$ cat config.mk
export PLATFORM = sky130hd
export DESIGN_NAME = div_nonrestoring
export DESIGN_NICKNAME = d
export VERILOG_FILES = /design/src/rtl/multdiv_pkg.sv /design/src/rtl/div_step.sv /design/src/rtl/div_nonrestoring.sv
export SDC_FILE = /design/constraint.sdc
export NUM_CORES = 1
export LEC_CHECK = 0
export ABC_CLOCK_PERIOD_IN_PS = 5050
export CORE_ASPECT_RATIO = 1.75
export CORE_MARGIN = 10
export CORE_UTILIZATION = 40
export DETAILED_ROUTE_END_ITERATION = 7
export GPL_ROUTABILITY_DRIVEN = 1
export PLACE_DENSITY_LB_ADDON = 0.1
export SYNTH_ARGS = -nofsm -noshare
export SYNTH_HDL_FRONTEND = slang
export SYNTH_SLANG_ARGS = --single-unit
$ cat constraint.sdc
create_clock -name clock -period 5.05 [get_ports clock]
set_input_delay 1.01 -clock clock [delete_from_list [all_inputs] [get_ports clock]]
set_output_delay 1.01 -clock clock [all_outputs]
set_load 0.02 [all_outputs]
$ cat src/rtl/multdiv_pkg.sv
// Shared definitions for the multdiv unit (Booth multiplier and non-restoring divider).
//   WIDTH : operand/result width
//   CNT_W : iteration counter width
//   div_state_e : divider sequencing states
package multdiv_pkg;

  localparam int unsigned WIDTH = 32;
  localparam int unsigned CNT_W = $clog2(WIDTH) + 1;

  typedef enum logic [1:0] {
    IDLE = 2'd0,
    RUN  = 2'd1,
    FIX  = 2'd2,
    DONE = 2'd3
  } div_state_e;

endpackage : multdiv_pkg

$ cat src/rtl/div_step.sv
// One radix-2 non-restoring division iteration (purely combinational).
//   rem        : current partial remainder, signed, WIDTH+1 bits
//   quo        : current quotient/dividend shift register
//   dvs        : divisor magnitude, WIDTH+1 bits (MSB is always 0)
//   rem_next_c : partial remainder after shift and add/subtract
//   quo_next_c : quotient register after shift, new bit in bit 0
module div_step
  import multdiv_pkg::*;
(
  input  logic [WIDTH:0]   rem,
  input  logic [WIDTH-1:0] quo,
  input  logic [WIDTH:0]   dvs,
  output logic [WIDTH:0]   rem_next_c,
  output logic [WIDTH-1:0] quo_next_c
);

  logic [WIDTH:0] rem_sh;

  // Shift {R,Q} left; the partial remainder stays within [-D, D), so the
  // sign of R before the shift is the sign used to pick add or subtract.
  assign rem_sh = {rem[WIDTH-1:0], quo[WIDTH-1]};

  assign rem_next_c = rem[WIDTH] ? (rem_sh + dvs) : (rem_sh - dvs);
  assign quo_next_c = {quo[WIDTH-2:0], ~rem_next_c[WIDTH]};

endmodule : div_step

$ cat src/rtl/div_nonrestoring.sv
// Sequential signed divider, radix-2 non-restoring, one quotient bit per cycle.
// Quotient truncates toward zero; divide by zero returns 0 with data_exception set.
// Optional feature macro: DIV_REMAINDER_EN adds data_remainder (sign follows dividend).
//   clock, reset_n  : clock and asynchronous active-low reset
//   ctrl_DIV        : start pulse, operands sampled on the same edge
//   ctrl_MULT       : multiply start on the shared unit, aborts any division
//   dividend        : signed operand A
//   divisor         : signed operand B
//   data_result     : signed quotient, held until the next start
//   data_resultRDY  : one-cycle done pulse, 33 cycles after the start edge
//   data_exception  : divide-by-zero flag, held with the result
//   data_remainder  : signed remainder (DIV_REMAINDER_EN only)
module div_nonrestoring
  import multdiv_pkg::*;
(
  input  logic             clock,
  input  logic             reset_n,
  input  logic             ctrl_DIV,
  input  logic             ctrl_MULT,
  input  logic [WIDTH-1:0] dividend,
  input  logic [WIDTH-1:0] divisor,
  output logic [WIDTH-1:0] data_result,
  output logic             data_resultRDY,
  output logic             data_exception
`ifdef DIV_REMAINDER_EN
  ,
  output logic [WIDTH-1:0] data_remainder
`endif
);

  div_state_e       state_q, state_d;
  logic [CNT_W-1:0] cnt_q, cnt_d;
  logic [WIDTH:0]   rem_q, rem_d;
  logic [WIDTH:0]   dvs_q, dvs_d;
  logic [WIDTH-1:0] quo_q, quo_d;
  logic             neg_quo_q, neg_quo_d;
  logic             dz_q, dz_d;
  logic [WIDTH-1:0] result_d;
  logic             rdy_d;
  logic             exc_d;
  logic [WIDTH:0]   rem_step_c;
  logic [WIDTH-1:0] quo_step_c;
`ifdef DIV_REMAINDER_EN
  logic             neg_rem_q, neg_rem_d;
  logic [WIDTH-1:0] remainder_d;
  logic [WIDTH-1:0] rem_fix_c;

  // Restore a negative final remainder by adding the divisor back once.
  assign rem_fix_c = rem_q[WIDTH] ? WIDTH'(rem_q + dvs_q) : rem_q[WIDTH-1:0];
`endif

  div_step u_step (
    .rem        (rem_q),
    .quo        (quo_q),
    .dvs        (dvs_q),
    .rem_next_c (rem_step_c),
    .quo_next_c (quo_step_c)
  );

  // Next-state and next-output logic.
  always_comb begin
    state_d   = state_q;
    cnt_d     = cnt_q;
    rem_d     = rem_q;
    dvs_d     = dvs_q;
    quo_d     = quo_q;
    neg_quo_d = neg_quo_q;
    dz_d      = dz_q;
    result_d  = data_result;
    exc_d     = data_exception;
    rdy_d     = 1'b0;
`ifdef DIV_REMAINDER_EN
    neg_rem_d   = neg_rem_q;
    remainder_d = data_remainder;
`endif

    if (ctrl_MULT) begin
      // Shared unit taken by the multiplier: drop the division silently.
      state_d = IDLE;
    end else if (ctrl_DIV) begin
      // Start (or restart) from any state with the magnitudes of the operands.
      state_d   = RUN;
      cnt_d     = '0;
      rem_d     = '0;
      quo_d     = dividend[WIDTH-1] ? WIDTH'(-dividend) : dividend;
      dvs_d     = {1'b0, (divisor[WIDTH-1] ? WIDTH'(-divisor) : divisor)};
      neg_quo_d = dividend[WIDTH-1] ^ divisor[WIDTH-1];
      dz_d      = (divisor == '0);
`ifdef DIV_REMAINDER_EN
      neg_rem_d = dividend[WIDTH-1];
`endif
    end else begin
      case (state_q)
        RUN: begin
          rem_d = rem_step_c;
          quo_d = quo_step_c;
          cnt_d = cnt_q + CNT_W'(1);
          if (cnt_q == CNT_W'(WIDTH - 1)) begin
            state_d = FIX;
          end
        end
        FIX: begin
          if (dz_q) begin
            result_d = '0;
          end else begin
            result_d = neg_quo_q ? WIDTH'(-quo_q) : quo_q;
          end
          exc_d   = dz_q;
          rdy_d   = 1'b1;
          state_d = DONE;
`ifdef DIV_REMAINDER_EN
          if (dz_q) begin
            remainder_d = '0;
          end else begin
            remainder_d = neg_rem_q ? WIDTH'(-rem_fix_c) : rem_fix_c;
          end
`endif
        end
        DONE: begin
          state_d = IDLE;
        end
        default: begin
          state_d = IDLE;
        end
      endcase
    end
  end

  // State, datapath and output registers.
  always_ff @(posedge clock or negedge reset_n) begin
    if (!reset_n) begin
      state_q        <= IDLE;
      cnt_q          <= '0;
      rem_q          <= '0;
      dvs_q          <= '0;
      quo_q          <= '0;
      neg_quo_q      <= 1'b0;
      dz_q           <= 1'b0;
      data_result    <= '0;
      data_resultRDY <= 1'b0;
      data_exception <= 1'b0;
`ifdef DIV_REMAINDER_EN
      neg_rem_q      <= 1'b0;
      data_remainder <= '0;
`endif
    end else begin
      state_q        <= state_d;
      cnt_q          <= cnt_d;
      rem_q          <= rem_d;
      dvs_q          <= dvs_d;
      quo_q          <= quo_d;
      neg_quo_q      <= neg_quo_d;
      dz_q           <= dz_d;
      data_result    <= result_d;
      data_resultRDY <= rdy_d;
      data_exception <= exc_d;
`ifdef DIV_REMAINDER_EN
      neg_rem_q      <= neg_rem_d;
      data_remainder <= remainder_d;
`endif
    end
  end

endmodule : div_nonrestoring

---- Word-level counts from Yosys, hierarchy flattened ----
Cells that the tools add are included.
cells by class
  $add $sub $neg .......................... 6
  equal/unequal tests ..................... 4
  multiplexer cells ....................... 18
  bitwise operators ....................... 4
  reductions and logical operators ........ 5
operators with widths
  operator                                        count
  two-way mux 32 bit                              6
  two-way mux 33 bit                              3
  negation 32 bit                                 3
  adder 33 x 32 -> 33 bit                         1
  subtractor 33 x 32 -> 33 bit                    1
  logical NOT 32 bit                              1
  two-way mux 6 bit                               2
  adder 6 x 1 -> 6 bit (second input constant)    1
  == test 6 x 5 -> 1 bit (second input constant)  1
  two-way mux 2 bit                               3
  != test 4 bit (second input constant)           1
  one-hot mux 2 bit (2 select lines)              1
  AND reduction 2 bit                             2
  two-way mux 1 bit                               3
  NOT 1 bit                                       3
  AND reduction 3 bit                             1
  == test 2 x 1 -> 1 bit (second input constant)  1
  == test 2 bit (second input constant)           1
  nonzero test 2 bit                              1
  bitwise XOR 1 bit                               1
word-level totals
  flip-flop bits (word level) ............. 141
  input port bits ......................... 68
  output and inout port bits .............. 34
  logic and storage cells ................. 47

---- Depth between registers and ports, before layout ----
  depth after elaboration ................. 5
  mapped depth ............................ 16
  gate-level depth less buffers ........... 16

---- Hierarchy ----
From an unflattened synthesis, not the netlist that was laid out.
unflattened totals
  cells, all modules ...................... 1172
  area, all modules ....................... 10540.1 um2
modules (own cells, without submodules)
  module            instances  cells an instance  area each (um2)  sequential area each (um2)
  div_nonrestoring  1          781                7795.0           3528.4
  div_step          1          391                2745.1           0.0

---- Worst setup path before layout ----
OpenSTA, ideal clock, no wires.
  path type ............................... reg2reg
  start point ............................. reg dvs_q[11]
  end point ............................... reg rem_q[31]
  library setup time ...................... 0.126 ns
  arrival time ............................ 4.141 ns
  required time ........................... 4.924 ns
  path slack .............................. 0.783 ns
  stages on the path, launching flop included .. 16
  buffers on the path ..................... 0
  period minus slack after synthesis ...... 4.267 ns
  path through ............................ dfrtp_1 or4_1 or3_1 nor4b_1 nand2b_1 nor4_1 a21oi_1 xor2_1 ha_1 a21oi_1 nand2_1 a21oi_1 nand3_1 o21ai_0 o21ai_0 a221o_1
on the way
  cells in the longest elaborated chain, start to end .. 4
  elaborated cells on any way between the ends .. 5
  classes of those cells .................. add/sub (2); mux (3)
ends and longest elaborated chain
  what                                                                     line                     RTL
  start: declaration                                                       div_nonrestoring.sv:34   logic [WIDTH:0] dvs_q, dvs_d;
  start signal: assignment                                                 div_nonrestoring.sv:150  dvs_q <= dvs_d;
  subtractor 33 x 32 -> 33 bit or adder 33 x 32 -> 33 bit (tied branches)  div_step.sv:23           assign rem_next_c = rem[WIDTH] ? (rem_sh + dvs) : (rem_sh - dvs);
  two-way mux 33 bit (*)                                                   div_step.sv:23
  two-way mux 33 bit (*)                                                   div_nonrestoring.sv:93   case (state_q)
  two-way mux 33 bit (*)                                                   div_nonrestoring.sv:80   end else if (ctrl_DIV) begin
  end signal: assignment                                                   div_nonrestoring.sv:149  rem_q <= rem_d;
  end: declaration                                                         div_nonrestoring.sv:33   logic [WIDTH:0] rem_q, rem_d;
Mark *: on every way between the ends. The rest lies on a longest branch, timed or not. The select of a mux whose other input is x is not followed.
A chain may end at the register's enable or synchronous reset.

---- Worst setup path in the final report ----
Ends and elaborated chain as after synthesis.

==> run metrics <==
met3 Use GR=0.03616; hold buffer count at CTS=0; Power, Total=5.777 mW; Layout Utilization=0.4828; Remaining DRCs=0; Final Wtd Congestion=0.8988; arrival time at the worst endpoint=4930 ps; fraction of registers with async set/reset=1.000; Clock transition at path regs=60 ps; P_leak=4.971 nW; sequential fraction of the synthesis area=0.3664; Final HPWL DP=21.57 mm; clk sinks=~140; Max Cap Violations=0; final instance area=11,510 um^2; layout cells sized above 1=0.05501; Skew-Pair Late Insertion Delay=450 ps; vias in the first global route=8,503; commonest non-fill, non-tap cell in the layout=nand2_1; status=finished, final reports clean; Final ANT Viol Nets=0; PwrDens=501.9 nW/um^2; core region area=roughly 24,000 um^2; DIE AREA=30,920 um^2; CTS Buf Count=17; Placed Instance Area=10,890 um^2; setup ws final=between 400 and 500 ps; VDD IR max=0.2936 mV; wire length per cell=approximately 18 um; critical path class=reg2reg; Syn-to-layout area delta=19.52%; Final Critical Period=approximately 4600 ps; Synth Instances=1,129; largest net degree at the start of global routing=71; Post-CTS Resized=0; syn avg cell area=8.529 um^2; Detailed Routing Iterations Pass 1=6; Ys Warns=0; Max Slew Vio Count=0; highest-count cells in the layout ignoring fill and taps=nand2_1, o21ai_0, dfrtp_1; Slew headroom=0.2294; Achievable Freq=0.2175 GHz; Fin. Hold Viols=0; I/O Pins=around 100; Place WS=362.3 ps; Worst Path Required=5380 ps; Post-synth EDFFs=0; DIE WIDTH=137.3 um; ys flop type=dfrtp_1; Post-Route WL=27.96 mm; Initial DRC Count=472; M2 GR Usage=0.3587; Clock Skew=7.377 ps; first-pass GRT wire length=~45 mm; count of cell types in the netlist=61; measured slew at the worst slew-check pin=1152 ps; Die Ht=approximately 230 um; critical path launch point type=register; initial antenna violation count=0; Root Buffer=clkbuf_16; port buffer count=101; TritonCTS clock tree=yes; All-Layer GR Usage=0.1842; flops & latches, synth=141; Congestion Overflow GR=0; initial core utilization=0.4040; fin crit share=0.9105; ant diodes=0; RSZ-0062 raised after global routing=false; Fill cells=2,425; maximum fanout along the worst path=5; Nets=between 1,000 and 1,500; setup TNS=0 ps; Via density=approximately 5.4; synthesized area=approximately 9600 um^2; gr busiest metal=met2; vias=slightly above 8,000; Final setup viols=0; H-tree depth=4; Setup crit end kind=register; clk buf depth=2; Post-CTS Setup Bufs=0; Syn Nets=1,237; worst hold path class=reg2reg; row cnt=75; grt met1 use=0.1778
[per-layer routing]
metal	part of all wire	routed length (um)
met1	0.36	10150
met2	0.57	16060
met3	0.029	808
met4	0.034	944
met5	0	0
[Yosys cell counts, types with 9 or more instances]
cell type  number  share of area
nor2_1         52          0.020
xor2_1        112           0.10
nor3_1         14         0.0073
o22a_1          9         0.0082
dfrtp_1       141           0.37
ha_1           39          0.051
a21oi_1        70          0.036
or4_1          14          0.011
nand2_1       180          0.070
xnor2_1        39          0.035
o21ai_0       150          0.078
clkbuf_1       47          0.018
o31ai_1        38          0.030
o22ai_1        13         0.0084
mux2i_1        17          0.018
nor4_1          9         0.0058
a21o_1         13          0.010
nand3_1        19         0.0099
or3_1          14         0.0091
inv_1          22         0.0086
o41ai_1        15          0.014
[critical path, stage by stage, from the launching register on]
cell and delay, ps:
dfrtp_1 420, or4_1 580, or3_1 380, nor4b_2 380
nand2b_1 200, nor4_1 260, buf_4 170, a21oi_1 70
xor2_1 160, ha_1 360, a21oi_1 240, nand2_1 110
a21oi_1 250, nand3_1 100, o21ai_0 360, o21ai_0 140
a221o_1 300
[where the power goes]
group	leakage (nW)	internal [mW]	switching [mW]	total (mW)
Combinational	2.87	1.17	1.56	2.73
Sequential	1.80	1.41	0.295	1.71
Clock	0.301	0.807	0.532	1.34
[cell families (layout without fill, tap and decap cells)]
logic type / Yosys count / count (layout) / share of synthesized area
simple gates: 354 / 354 / 0.1731
compound gates: 346 / 346 / 0.2163
mux: 19 / 19 / 0.02001
xor+xnor: 151 / 151 / 0.1373
buf+inv: 78 / 167 / 0.03404
fa+ha+maj: 40 / 40 / 0.05275
flops: 141 / 141 / 0.3664
[worst paths after layout]
kind                                             start                          end  slack [ps]  depth (start not counted)
setup / recovery                 dvs_q[11]$_DFFE_PN0P_        rem_q[31]$_DFFE_PN0P_         450                         16
hold / removal             data_result[31]$_DFFE_PN0P_  data_result[31]$_DFFE_PN0P_         480                          2
setup reg to reg                 dvs_q[11]$_DFFE_PN0P_        rem_q[31]$_DFFE_PN0P_         450                         16
hold reg to reg            data_result[31]$_DFFE_PN0P_  data_result[31]$_DFFE_PN0P_         480                          2
max in group asynchronous                      reset_n        quo_q[23]$_DFFE_PN0P_        3410                          2
min in group asynchronous                      reset_n     data_resultRDY$_DFF_PN0_         560                          1
[through the flow]
stage | hold WS (ps) | cells
after floorplan | 455.1 | 1129
after global placement | 463.6 | 1494
after detailed placement | 469.9 | 1494
after CTS | 484.1 | 1526
after global routing | 513.3 | 1526
final | 476.3 | 1526
[layout make-up]
type                    instances  area, um^2  share of cell area
clock buffers                  20       456.7             0.03968
clock inverters                12       160.2             0.01392
inverters                      22       82.58            0.007175
multi-input cells             910        5793              0.5034
flip-flops and latches        141        3528              0.3066
well taps                     308       385.4             0.03349
repair buffers                113        1102             0.09578
[sequential cells by signal (all words and copies together) (netlist names)]
| signal | flops |
|---|---|
| rem_q | 33 |
| dvs_q | 32 |
| dz_q | 1 |
| data_resultRDY | 1 |
| data_result | 32 |
| quo_q | 32 |
| cnt_q | 6 |
| data_exception | 1 |
| neg_quo_q | 1 |
| state_q | 2 |
No activity file was read; power rests on OpenSTA's default activity.
